$ cat src/rtl/pcie_tx_scheduler.sv
// pcie_tx_scheduler: arbitrates TLP/DLLP/OS blocks onto the PHY TX mux with periodic SKP insertion
module pcie_tx_scheduler #(
  parameter int DATA_WIDTH = 128,
  parameter int SKP_INTERVAL = 370,
  parameter int MAX_DLLP_RUN = 4,
  parameter logic [DATA_WIDTH-1:0] SKP_PATTERN = {(DATA_WIDTH/8){8'hAA}}
) (
  input  logic                  clk,
  input  logic                  reset,
  input  logic                  link_up,
  input  logic                  tlp_valid,
  input  logic                  tlp_last,
  input  logic [DATA_WIDTH-1:0] tlp_data,
  output logic                  tlp_ready,
  input  logic                  dllp_valid,
  input  logic [DATA_WIDTH-1:0] dllp_data,
  output logic                  dllp_ready,
  input  logic                  os_valid,
  input  logic [DATA_WIDTH-1:0] os_data,
  output logic                  os_ready,
  output logic [1:0]            out_sel,
  output logic [DATA_WIDTH-1:0] out_data,
  output logic                  out_valid,
  output logic                  skp_active
);
  localparam int CW = $clog2(SKP_INTERVAL);
  localparam int RW = $clog2(MAX_DLLP_RUN + 1);
  typedef enum logic {ARB, TLP} state_t;
  state_t state, state_n;
  logic [CW-1:0] skp_cnt;
  logic [RW-1:0] dllp_run;
  logic skp_pending, arb, skp_go, dllp_ok, wrap, en;
  always_ff @(posedge clk)
    state <= reset ? ARB : state_n;
  always_comb
    state_n = !link_up ? ARB : tlp_ready ? (tlp_last ? ARB : TLP) : state;
  // readies carry the valid, so ready doubles as the grant/transfer strobe
  always_comb begin
    en = !reset && link_up;
    arb = state == ARB;
    wrap = skp_cnt == CW'(SKP_INTERVAL - 1);
    skp_go = en && arb && skp_pending;
    dllp_ok = !(dllp_run == RW'(MAX_DLLP_RUN) && tlp_valid);
    os_ready = en && arb && !skp_pending && os_valid;
    dllp_ready = en && arb && !skp_pending && !os_valid && dllp_valid && dllp_ok;
    tlp_ready = en && tlp_valid && (!arb || (!skp_pending && !os_valid && !(dllp_valid && dllp_ok)));
  end
  // a wrap that lands while an SKP is still owed does not queue a second one
  always_ff @(posedge clk)
    if (reset || !link_up) begin
      skp_cnt <= '0;
      skp_pending <= 1'b0;
      dllp_run <= '0;
    end else begin
      skp_cnt <= wrap ? '0 : skp_cnt + CW'(1);
      skp_pending <= skp_go ? 1'b0 : (skp_pending || wrap);
      dllp_run <= tlp_ready ? '0 :
                  (dllp_ready && tlp_valid && dllp_run != RW'(MAX_DLLP_RUN)) ? dllp_run + RW'(1) : dllp_run;
    end
  always_ff @(posedge clk)
    if (reset) begin
      out_sel <= 2'b11;
      out_data <= '0;
      out_valid <= 1'b0;
      skp_active <= 1'b0;
    end else begin
      out_sel <= (skp_go || os_ready) ? 2'b10 : dllp_ready ? 2'b01 : tlp_ready ? 2'b00 : 2'b11;
      out_data <= skp_go ? SKP_PATTERN : os_ready ? os_data : dllp_ready ? dllp_data :
                  tlp_ready ? tlp_data : '0;
      out_valid <= skp_go || os_ready || dllp_ready || tlp_ready;
      skp_active <= skp_go;
    end
endmodule

$ cat config.mk
export PLATFORM = sky130hd
export DESIGN_NAME = pcie_tx_scheduler
export DESIGN_NICKNAME = d
export VERILOG_FILES = /design/src/rtl/pcie_tx_scheduler.sv
export SDC_FILE = /design/constraint.sdc
export NUM_CORES = 1
export LEC_CHECK = 0
export ABC_CLOCK_PERIOD_IN_PS = 3100
export BUFFER_PORTS_ARGS = -buffer_cell sky130_fd_sc_hd__buf_2
export CORE_AREA = 2 2 202 204
export CTS_CLUSTER_SIZE = 10
export DETAILED_ROUTE_END_ITERATION = 8
export DIE_AREA = 0 0 204 206
export HOLD_SLACK_MARGIN = 0.15
export PLACE_DENSITY = 0.36
export SYNTH_ARGS = -nofsm -noshare
export SYNTH_HDL_FRONTEND = slang
export SYNTH_SLANG_ARGS = --single-unit
$ cat constraint.sdc
create_clock -name clk -period 3.1 [get_ports clk]
set_input_delay 0.93 -clock clk [delete_from_list [all_inputs] [get_ports clk]]
set_output_delay 0.93 -clock clk [all_outputs]
set_load 0.03 [all_outputs]
==> metrics.md <==
| Metric | Value |
|---|---|
| Status | `complete, no violations` |
| Gr ovfl total | `0` |
| Commonest non-fill, non-tap cells in the layout | `buf_2, dfxtp_1, nand2_1` |
| Max_cap viols | `0` |
| Worst slack at placement | `198 ps` |
| Maximum VDD drop | `0.000384 V` |
| Crit-path max FO | `5` |
| CTS root buffer | `clkbuf_16` |
| Leakage | `approximately 4.8 nW` |
| Layout cell share with drive strength beyond 1 | `0.491` |
| Pre-antenna DRT Iters | `5` |
| Final WL | `32.2 mm` |
| CTS tree | `yes` |
| Post-synth EDFFs | `0` |
| Drt drc | `0` |
| Initial antenna violation count | `15` |
| Final clock skew | `approximately 13 ps` |
| Hold buffers post-CTS | `0` |
| Post-CTS sizing | `0` |
| Fraction of registers with async set/reset | `0` |
| Final core utilization | `0.242` |
| Post-DRT Antenna Nets | `0` |
| Gpl congestion | `0.787` |
| Fin cells | `~1700` |
| Worst Path Arrival | `1970 ps` |
| Initial DRC count | `a little under 400` |
| Avg Inst Size Synth | `8.71 um2` |
| Final period utilization | `0.936` |
| Seq cells post-synth | `146` |
| CTS clock-pin slew for the worst setup and hold paths | `60 ps` |
| Area growth syn-to-layout | `67.3%` |
| DP HPWL | `24.3 mm` |
| Largest net degree at the start of global routing | `132` |
| # nets final | `roughly 1600` |
| Slew headroom | `0.540` |
| Post-Place Cells | `1677` |
| Pwr dens | `518 mW/mm2` |
| Final setup margin | `198 ps` |
| Setup TNS | `0 ps` |
| Io pins | `around 530` |
| Port buffer count | `between 500 and 600` |
| Num rows | `74` |
| Synth warnings | `0` |
| Critical Path Sink Type | `primary output` |
| Worst-margin pin slew | `approximately 690 ps` |
| Post-synth top flop | `dfxtp_1` |
| Syn nets | `1064` |
| Min Tclk post-route | `2900 ps` |
| CP Launch Type | `input port` |
| Sink Count | `~150` |
| Kind of critical path | `input port to primary output` |
| Via count | `7150` |
| Clock Latency Late Sink | `460 ps` |
| Mapped Area | `0.00582 mm2` |
| H-tree depth | `4` |
| Commonest non-fill, non-tap cell in the layout | `buf_2` |
| Final Setup Violations | `0` |
| Gate Count Post-Synth | `between 600 and 700` |
| Worst EP required | `2170 ps` |
| Vias in the first global route | `7080` |
| First-pass GRT wire length | `44.2 mm` |
| Sequential-to-total area share from yosys stat | `0.502` |
| WL/cell | `18.8 um` |
| Min-Delay Path Class | `register to register` |
| Highest Clock Rate | `345 MHz` |
| Max Root-Sink Buffers | `2` |
| Initial core utilization | `0.145` |
| TritonCTS Buffers | `17` |
| Fin. max-slew vios | `0` |
| Die height | `approximately 210 um` |
| Vias per std cell | `4.17` |
| Post-synthesis cell type count | `34` |
| Final Hold Viols | `0` |
| Post-CTS Setup Bufs | `0` |
| All-Layer GR Usage | `0.145` |
| Die footprint | `0.0420 mm2` |
| Die width | `between 200 and 250 um` |
| Setup repair after global routing missed its margin | `false` |
| Core Region | `0.0402 mm2` |
-- metal layers --
layer | vias to the layer above | global-route usage | share of wire
li1 | 3441 | - | -
met1 | 3280 | 0.159 | 0.39
met2 | 375 | 0.245 | 0.48
met3 | 46 | 0.0618 | 0.099
met4 | 8 | 0.0616 | 0.030
met5 | - | 0 | 0.0017
-- worst max-delay path, cell delays in order --
cell,delay [ps]
buf_2,140
nand2b_1,240
a2111oi_4,400
buf_2,270
-- layout make-up --
cell class                 count  area [um2]
timing repair buffer         539        2820
sequential                   146        2920
clock inverter                 9         151
multi-input combinational    455        2660
tap                          532         666
inverter                       5        20.0
fill                        4507       30400
antenna                        6        15.0
clock buffer                  23         488
-- where the power goes --
part / total, W / switching, W / internal, W
clock network: 0.00232 / 0.000889 / 0.00143
registers: 0.00198 / 0.0000199 / 0.00196
logic: 0.000750 / 0.000434 / 0.000316
-- flip-flops by register name (all words and copies together), names as in the netlist --
name,flops
out_data,128
skp_cnt,9
dllp_run,3
out_sel,2
out_valid,1
skp_active,1
skp_pending,1
state,1
-- synthesized netlist by cell type, drive strengths merged, types with 2 or more instances --
cell type  number  area [um2]
dfxtp         146        2920
nand2         128         480
a221oi        120        1050
nor2           80         300
nor3           66         330
clkbuf         45         169
buf            18        98.9
nand3           8        40.0
o21ai           8        40.0
and3            5        31.3
inv             5        18.8
a22oi           4        30.0
ha              4        50.1
xnor2           4        35.0
xor2            4        35.0
nand4           3        18.8
nor2b           3        18.8
a21oi           2        10.0
and2            2        12.5
nand2b          2        12.5
nor3b           2        15.0
-- per-stage QoR --
stage,total power (W),cell area (um2),hold WS [ps]
2_1_floorplan,0.00235,5820,430
3_3_place_gp,0.00278,9090,450
3_5_place_dp,0.00278,9090,459
4_1_cts,0.00515,9730,474
5_1_grt,0.00527,9730,519
6_report,0.00504,9740,467
-- path summary, 6_finish.rpt --
kind | from | end | cells after the start | slack (ps)
setup reg to reg | state | out_data[98] | 5 | 770
hold reg to reg | skp_cnt[0] | skp_cnt[0] | 1 | 470
hold / removal | skp_cnt[0] | skp_cnt[0] | 1 | 470
setup / recovery | reset | tlp_ready | 4 | 200
-- logic make-up (layout without fill, tap and decap cells) --
family	Yosys count	in the layout	synth area share
compound gates	141	141	0.208
xor+xnor	8	8	0.0120
fa+ha+maj	4	4	0.00859
buf+inv	68	576	0.0492
flops	146	146	0.502
mux	1	1	0.00172
other cells	0	6	0
simple gates	301	301	0.219
Power figures use the tool's default switching activity.
